<file path="src/rtl/simd_pipe_pkg.sv">
// Shared field map, instruction decode helpers and forwarding-entry type for the SIMD pipeline controller.
package simd_pipe_pkg;

    localparam int SIMD_DATA_W  = 128;
    localparam int SIMD_INSTR_W = 25;
    localparam int SIMD_RADDR_W = 5;

    localparam int RD_LSB  = 0;
    localparam int RS1_LSB = 5;
    localparam int RS2_LSB = 10;
    localparam int RS3_LSB = 15;

    typedef enum logic [1:0] {
        RS1 = 2'd0,
        RS2 = 2'd1,
        RS3 = 2'd2,
        RD  = 2'd3
    } src_e;

    typedef struct packed {
        logic                    valid;
        logic [SIMD_RADDR_W-1:0] rd;
        logic [SIMD_DATA_W-1:0]  data;
    } fwd_entry_t;

    // A nop is an R3 encoding whose low four rs3 bits are zero; everything else writes rd.
    function automatic logic writes_rd(input logic [SIMD_INSTR_W-1:0] instr);
        return !((instr[24:23] == 2'b11) && (instr[18:15] == 4'b0000));
    endfunction

    function automatic logic [SIMD_RADDR_W-1:0] src_idx(input logic [SIMD_INSTR_W-1:0] instr,
                                                        input src_e k);
        case (k)
            RS1:     return instr[RS1_LSB +: SIMD_RADDR_W];
            RS2:     return instr[RS2_LSB +: SIMD_RADDR_W];
            RS3:     return instr[RS3_LSB +: SIMD_RADDR_W];
            default: return instr[RD_LSB +: SIMD_RADDR_W];
        endcase
    endfunction

endpackage

</file>
<file path="src/rtl/simd_pipe_ctrl_fwd.sv">
// simd_fwd_unit: priority forwarding mux for one EX source operand.
// The WB beat beats every history entry; among history entries the lowest index (newest) wins.
module simd_fwd_unit
    import simd_pipe_pkg::*;
#(
    parameter int DATA_W    = SIMD_DATA_W,
    parameter int RADDR_W   = SIMD_RADDR_W,
    parameter int FWD_DEPTH = 2
) (
    input  logic [RADDR_W-1:0]                  src_idx_i,
    input  logic                                wb_hit_i,
    input  logic [RADDR_W-1:0]                  wb_rd_i,
    input  logic [DATA_W-1:0]                   wb_data_i,
    input  logic [FWD_DEPTH-1:0]                hist_valid_i,
    input  logic [FWD_DEPTH-1:0][RADDR_W-1:0]   hist_rd_i,
    input  logic [FWD_DEPTH-1:0][DATA_W-1:0]    hist_data_i,
    input  logic [DATA_W-1:0]                   reg_val_i,
    output logic [DATA_W-1:0]                   op_o,
    output logic                                fwd_o
);

    always_comb begin
        op_o  = reg_val_i;
        fwd_o = 1'b0;
        // Walk oldest to newest so later (newer) matches overwrite older ones.
        for (int i = FWD_DEPTH - 1; i >= 0; i--) begin
            if (hist_valid_i[i] && (hist_rd_i[i] == src_idx_i)) begin
                op_o  = hist_data_i[i];
                fwd_o = 1'b1;
            end
        end
        if (wb_hit_i && (wb_rd_i == src_idx_i)) begin
            op_o  = wb_data_i;
            fwd_o = 1'b1;
        end
    end

endmodule

</file>
<file path="src/rtl/simd_pipe_ctrl.sv">
// ID/EX and EX/WB pipeline registers with stall/flush and result forwarding for the SIMD unit.
// Optional macro SIMD_PIPE_PERF_EN adds perf_retired/perf_fwd counters and ports.
module simd_pipe_ctrl
    import simd_pipe_pkg::*;
#(
    parameter int DATA_W    = SIMD_DATA_W,
    parameter int INSTR_W   = SIMD_INSTR_W,
    parameter int RADDR_W   = SIMD_RADDR_W,
    parameter int FWD_DEPTH = 2
) (
    input  logic                        clk,
    input  logic                        reset,
    input  logic                        id_valid,
    output logic                        id_ready,
    input  logic [INSTR_W-1:0]          id_instr,
    input  logic [3:0][DATA_W-1:0]      id_ops,
    input  logic                        stall,
    input  logic                        flush,
    output logic                        ex_valid,
    output logic [INSTR_W-1:0]          ex_instr,
    output logic [3:0][DATA_W-1:0]      ex_ops,
    output logic [3:0]                  ex_fwd,
    input  logic [DATA_W-1:0]           alu_result,
    output logic                        wb_valid,
    output logic [INSTR_W-1:0]          wb_instr,
    output logic [DATA_W-1:0]           wb_data
`ifdef SIMD_PIPE_PERF_EN
    ,
    output logic [31:0]                 perf_retired,
    output logic [31:0]                 perf_fwd
`endif
);

    logic                   ex_valid_q, ex_valid_d;
    logic [INSTR_W-1:0]     ex_instr_q, ex_instr_d;
    logic [3:0][DATA_W-1:0] ex_ops_q,   ex_ops_d;
    logic                   wb_valid_q, wb_valid_d;
    logic [INSTR_W-1:0]     wb_instr_q, wb_instr_d;
    logic [DATA_W-1:0]      wb_data_q,  wb_data_d;
    fwd_entry_t             hist_q [FWD_DEPTH];
    fwd_entry_t             hist_d [FWD_DEPTH];

    logic                   wb_push;
    logic [RADDR_W-1:0]     wb_rd;

    assign wb_push  = wb_valid_q && writes_rd(wb_instr_q);
    assign wb_rd    = wb_instr_q[RD_LSB +: RADDR_W];
    assign id_ready = !stall && !flush;

    always_comb begin
        ex_valid_d = ex_valid_q;
        ex_instr_d = ex_instr_q;
        ex_ops_d   = ex_ops_q;
        wb_valid_d = wb_valid_q;
        wb_instr_d = wb_instr_q;
        wb_data_d  = wb_data_q;
        hist_d     = hist_q;
        // Flush only kills the valids; payloads are don't-care once invalid.
        if (flush) begin
            ex_valid_d = 1'b0;
            wb_valid_d = 1'b0;
        end else if (!stall) begin
            ex_valid_d = id_valid;
            ex_instr_d = id_instr;
            ex_ops_d   = id_ops;
            wb_valid_d = ex_valid_q;
            wb_instr_d = ex_instr_q;
            wb_data_d  = alu_result;
        end
        // The WB beat retires on any unstalled cycle, flush or not.
        if (!stall && wb_push) begin
            for (int i = FWD_DEPTH - 1; i > 0; i--) begin
                hist_d[i] = hist_q[i-1];
            end
            hist_d[0] = '{valid: 1'b1, rd: wb_rd, data: wb_data_q};
        end
    end

    always_ff @(posedge clk or negedge reset) begin
        if (!reset) begin
            ex_valid_q <= 1'b0;
            ex_instr_q <= '0;
            ex_ops_q   <= '0;
            wb_valid_q <= 1'b0;
            wb_instr_q <= '0;
            wb_data_q  <= '0;
            for (int i = 0; i < FWD_DEPTH; i++) begin
                hist_q[i] <= '0;
            end
        end else begin
            ex_valid_q <= ex_valid_d;
            ex_instr_q <= ex_instr_d;
            ex_ops_q   <= ex_ops_d;
            wb_valid_q <= wb_valid_d;
            wb_instr_q <= wb_instr_d;
            wb_data_q  <= wb_data_d;
            hist_q     <= hist_d;
        end
    end

    logic [FWD_DEPTH-1:0]              hist_valid;
    logic [FWD_DEPTH-1:0][RADDR_W-1:0] hist_rd;
    logic [FWD_DEPTH-1:0][DATA_W-1:0]  hist_data;
    logic [DATA_W-1:0]                 fwd_op  [4];
    logic                              fwd_bit [4];

    always_comb begin
        for (int i = 0; i < FWD_DEPTH; i++) begin
            hist_valid[i] = hist_q[i].valid;
            hist_rd[i]    = hist_q[i].rd;
            hist_data[i]  = hist_q[i].data;
        end
    end

    for (genvar k = 0; k < 4; k++) begin : g_fwd
        simd_fwd_unit #(
            .DATA_W    (DATA_W),
            .RADDR_W   (RADDR_W),
            .FWD_DEPTH (FWD_DEPTH)
        ) u_fwd (
            .src_idx_i    (src_idx(ex_instr_q, src_e'(k))),
            .wb_hit_i     (wb_push),
            .wb_rd_i      (wb_rd),
            .wb_data_i    (wb_data_q),
            .hist_valid_i (hist_valid),
            .hist_rd_i    (hist_rd),
            .hist_data_i  (hist_data),
            .reg_val_i    (ex_ops_q[k]),
            .op_o         (fwd_op[k]),
            .fwd_o        (fwd_bit[k])
        );
    end

    always_comb begin
        for (int k = 0; k < 4; k++) begin
            ex_ops[k] = fwd_op[k];
            ex_fwd[k] = fwd_bit[k];
        end
    end

    assign ex_valid = ex_valid_q;
    assign ex_instr = ex_instr_q;
    assign wb_valid = wb_valid_q;
    assign wb_instr = wb_instr_q;
    assign wb_data  = wb_data_q;

`ifdef SIMD_PIPE_PERF_EN
    logic [31:0] perf_retired_q;
    logic [31:0] perf_fwd_q;

    always_ff @(posedge clk or negedge reset) begin
        if (!reset) begin
            perf_retired_q <= '0;
            perf_fwd_q     <= '0;
        end else begin
            if (wb_valid_q && !stall) perf_retired_q <= perf_retired_q + 32'd1;
            if (ex_valid_q && !stall && |ex_fwd) perf_fwd_q <= perf_fwd_q + 32'd1;
        end
    end

    assign perf_retired = perf_retired_q;
    assign perf_fwd     = perf_fwd_q;
`endif

endmodule
</file>
<file path="config.mk">
export PLATFORM = sky130hd
export DESIGN_NAME = simd_pipe_ctrl
export DESIGN_NICKNAME = d
export VERILOG_FILES = /design/src/rtl/simd_pipe_pkg.sv /design/src/rtl/simd_pipe_ctrl_fwd.sv /design/src/rtl/simd_pipe_ctrl.sv
export SDC_FILE = /design/constraint.sdc
export NUM_CORES = 2
export LEC_CHECK = 0
export ABC_AREA = 1
export CAP_MARGIN = 15
export CORE_AREA = 3 3 529 531
export CTS_CLUSTER_DIAMETER = 40
export DETAILED_ROUTE_END_ITERATION = 8
export DIE_AREA = 0 0 532 534
export PLACE_DENSITY = 0.47
export SLEW_MARGIN = 25
export SYNTH_ARGS = -nofsm -noshare
export SYNTH_HDL_FRONTEND = slang
export SYNTH_HIERARCHICAL = 1
export SYNTH_SLANG_ARGS = --single-unit
</file>
<file path="constraint.sdc">
create_clock -name clk -period 4.4 [get_ports clk]
set_input_delay 0.44 -clock clk [delete_from_list [all_inputs] [get_ports clk]]
set_output_delay 0.44 -clock clk [all_outputs]
set_load 0.02 [all_outputs]
</file>
### Word level (Yosys, flattened, before mapping)

Index checks and enable logic that the tools add are counted.

| operators by class | value |
|---|---|
| reduce and logical (&&, ||, !) cells | 21 |
| equality and inequality tests | 14 |
| bitwise gates (word level) | 2 |
| muxes and demuxes | 28 |

Operators by type and width:

| cell | count |
|---|---|
| $mux 128 | 12 |
| $eq 5x5->1 | 12 |
| $logic_and 1x1->1 | 16 |
| $mux 1 | 16 |
| $logic_not 4->1 | 1 |
| $logic_not 1->1 | 3 |
| $eq 2x2->1 const B | 1 |
| $ne 2x1->1 const B | 1 |
| $not 1->1 | 2 |
| $reduce_and 2->1 | 1 |

| word-level totals | value |
|---|---|
| register bits after elaboration | 960 |

### Longest topological paths before layout

| logic depth | value |
|---|---|
| depth in word-level cells | 6 |
| gate-level depth with buffers | 15 |
| mapped depth without buffers | 12 |

### Hierarchy

Netlist, hierarchy kept.

By module, submodules not included:

| module | area an instance (um^2) | instances | cells an instance |
|---|---|---|---|
| simd_pipe_ctrl | 36759.0 | 1 | 4104 |
| simd_fwd_unit | 5167.5 | 4 | 1204 |

### Worst setup path after synthesis

Ideal clock, no wire load.

| path | value |
|---|---|
| path kind | register -> output |
| start point | register wb_valid_q (netlist: wb_valid) |
| end point | output port ex_ops[100] (netlist bit) |
| arrival | 2.230 ns |
| stages on the path, launching flop included | 14 |
| data required time | 3.960 ns |
| setup slack | 1.730 ns |
| path through | dfrtp_1 -> buf_2 -> buf_2 -> buf_1 -> nand2_1 -> inv_1 -> nand2_1 -> nor3_1 -> nand2_1 -> nor2_2 -> buf_4 -> buf_2 -> nand2_1 -> nand2_1 |

RTL lines:

| item | RTL line | source |
|---|---|---|
| start, declared | simd_pipe_ctrl.sv:37 | `logic wb_valid_q, wb_valid_d;` |
| start signal, assigned | simd_pipe_ctrl.sv:94 | `wb_valid_q <= wb_valid_d;` |
| end, declared | simd_pipe_ctrl.sv:21 | `output logic [3:0][DATA_W-1:0] ex_ops,` |

==> out/qor.yml <==
setup_path:
  critPathCapture: "ex_ops[453]"
  critPathRequiredTime_ns: 3.96
  rrSetupSlack_ns: 1.08
  endpoint_kind: "primary output"
  reg2reg_depth: 8
  critPathLaunch: "ex_instr[2]"
  r2r-end: "hist_data[61]"
  timing_worst_setup_path_type: "reg2out"
  cp_max_fo: 68
  setup.worst_path.start_class: "register"
  r2r-start: "wb_instr[23]"
  crit_arrival_ns: 3.83
detailed_routing:
  wl_per_cell_um: 28.4
  vias: 69926
  drt_iter0_drc: 7580
  vias_per_cell: 5.00
  drc: 0
  ant_nets: 0
  dr.pass1.iters: 6
  finalWirelength_mm: 397
power:
  vdd_ir_drop_max_uv: 312
  p_leak_nw: 42.6
  total_power_mw: 51.3
  powerDensity_nw_per_um2: 603
sta:
  report.final.slew_viol_count: 0
  tns_ns: 0
  fmax_ghz: 0.234
  finalSetupViolCount: 0
  max_slew_margin_pct: 18.9
  rsz0062_at_grt: "true"
  skew_ns: 0.0405
  period_needed_ns: 4.27
  tightestPinTransition_ns: 1.22
  finalHoldViolations: 0
  fin_crit_sh_pct: 97.1
global_route:
  grt_util_met3_pct: 6.56
  antenna_found_initial: 98
  track_usage_pct: 26.8
  grt_use_met1_pct: 36.2
  grt_pass1_wl_mm: 553
  grt_pass1_vias: 66970
  use_met2_pct: 39.5
  grt-ovfl-total: 0
  grt_max_degree: 143
  grt_busiest_layer: "met2"
synth:
  syn-instance-count: 8920
  synth_top_family_by_area: "simple AND/OR/NAND/NOR gates"
  synth_warnings: 6
  ys_ff_latch: 960
  synthXorXnorAreaFrac_pct: 0.122
  syn_nets: 9590
  synth_enable_flop_cells: 0
  synth-compound-area-share_pct: 0.368
  yosys.area_share.simple_pct: 51.2
  synth_seq_area_share_pct: 41.8
  synthesis.area_um2: 57400
  yosysUniqueCellTypes: 21
  synthMuxAreaShare_pct: 0
  syn_avg_cell_area_um2: 6.44
  async_flop_share_pct: 100
  synth_adder_area_share_pct: 0
  synth_flop_cell: "dfrtp_1"
cells_and_area:
  syn_to_final_growth_pct: 48.3
  fill_cells: 29737
  layout-drive-gt1-share_pct: 8.31
  nNetsFinal: 10705
  final_common_cell: "nand2_1"
  mostFrequentLayoutCells: "nand2_1, clkdlybuf4s50_1, nor2_1"
worst_hold_path:
  min_path_type: "in2reg"
clock_tree:
  cts_tree: "built"
  clock_path_buffers: 4
  clk_root_buffer_cell: "clkbuf_16"
  cts_buffers: 264
  h-tree-depth: 5
  worst_skew_pair.late_latency_ns: 0.85
  clkSinkCount: 960
  clk_pin_slew_ns: 0.05
placement:
  place.gp.congestion: 0.924
  port_buffers: 1366
  dpl.hpwl_mm: 283
die:
  initial_utilization_pct: 20.8
  die-width_um: 532
  rows: 193
  die-height_um: 534
  ios: 1367
  core_area_um2: 276000
  die_area_um2: 284000
job:
  maxCapViolCount: 0
status:
  status: "complete, no violations"
-- cells by family (layout without fill, tap and decap cells) --
group	Yosys count	in the layout
xor gates and xnor gates	8	8
and+or+nand+nor	7113	7113
AOI/OAI and AO/OA	40	40
buffers and inverters	799	2119
other	0	42
DFF	960	960
-- what timing repair did --
action,4_1_cts,5_1_grt
cloned,1,1
buffers inserted,7,4
resized for setup,3,19
endpoints found under the hold margin,61,0
hold buffers,1,0
setup endpoints to repair,114,47
pin swaps,2,2
-- synth_stat cells, types with 8 or more instances --
cell      number  area share, %
nand4_1      779            8.5
inv_1         64           0.42
buf_1         57           0.37
inv_2         18           0.12
clkbuf_1     104           0.68
buf_4         21           0.27
nand3_1      516            4.5
xnor2_1        8           0.12
buf_2        535            4.7
nor2_2        12           0.13
nand2_1     4728             31
o21ai_0       31           0.27
nor2_1      1066            7.0
dfrtp_1      960             42
-- layout make-up --
cell class / count / area (um^2) / share of cell area (%)
timing repair buffer: 1566 / 17000 / 19.9
antenna: 42 / 105 / 0.123
tap: 3705 / 4640 / 5.44
clock buffer: 334 / 7250 / 8.52
inverter: 82 / 323 / 0.379
multi-input combinational: 7161 / 29800 / 35.0
clock inverter: 137 / 2020 / 2.37
sequential: 960 / 24000 / 28.2
-- how the worst min path moves through the flow --
stage	startpoint	to	slack [ns]	cells after the start
CTS	id_instr[3]	ex_instr[3]	0.03	3
detailed placement	ex_ops_q[186]	ex_ops_q[186]	0.46	2
floorplan	reset	ex_instr[0]	0.14	0
global placement	ex_ops_q[82]	ex_ops_q[82]	0.45	2
finish	id_instr[3]	ex_instr[3]	0.13	3
global route	id_instr[3]	ex_instr[3]	0.08	3
-- report_power, final --
part / internal [mW] / switching, mW
Clock: 13.9 / 6.48
Sequential: 10.3 / 2.42
Combinational: 6.31 / 11.9
-- per-layer routing --
layer / part of all wire (%) / vias to the layer above
met2: 43 / 4024
met3: 9.4 / 729
met1: 42 / 34298
met4: 5.3 / 38
met5: 0.061 / -
li1: - / 30837
-- flip-flops by register name (all words and copies together) (netlist names) --
register / flops
wb_data: 128
ex_valid: 1
ex_instr: 25
hist_data: 256
wb_valid: 1
hist_q: 12
wb_instr: 25
ex_ops_q: 512
-- critical path: stages, from the launching register on --
cell             delay (ns)
dfrtp_1                0.58
inv_2                  0.06
nand2_1                0.06
nand2_1                0.08
nor2_1                 0.24
nand3_4                0.28
buf_12                 0.29
buf_12                 0.29
nor2_1                 0.16
nor2_1                 0.06
nand2_1                0.10
nand2_1                0.06
clkdlybuf4s50_1        0.53
-- through the flow --
step	worst slack, ns	area [um^2]	utilization [%]	std cells	hold slack (ns)
2_1_floorplan	1.73	57400	-	8920	0.144
3_3_place_gp	0.727	75500	27.4	13460	0.455
3_5_place_dp	0.767	75500	27.4	13460	0.458
4_1_cts	0.00946	84900	30.8	13940	0.0308
5_1_grt	-0.00207	85100	30.8	13972	0.0826
6_report	0.130	85200	30.9	13987	0.128
Power figures use the tool's default switching activity.
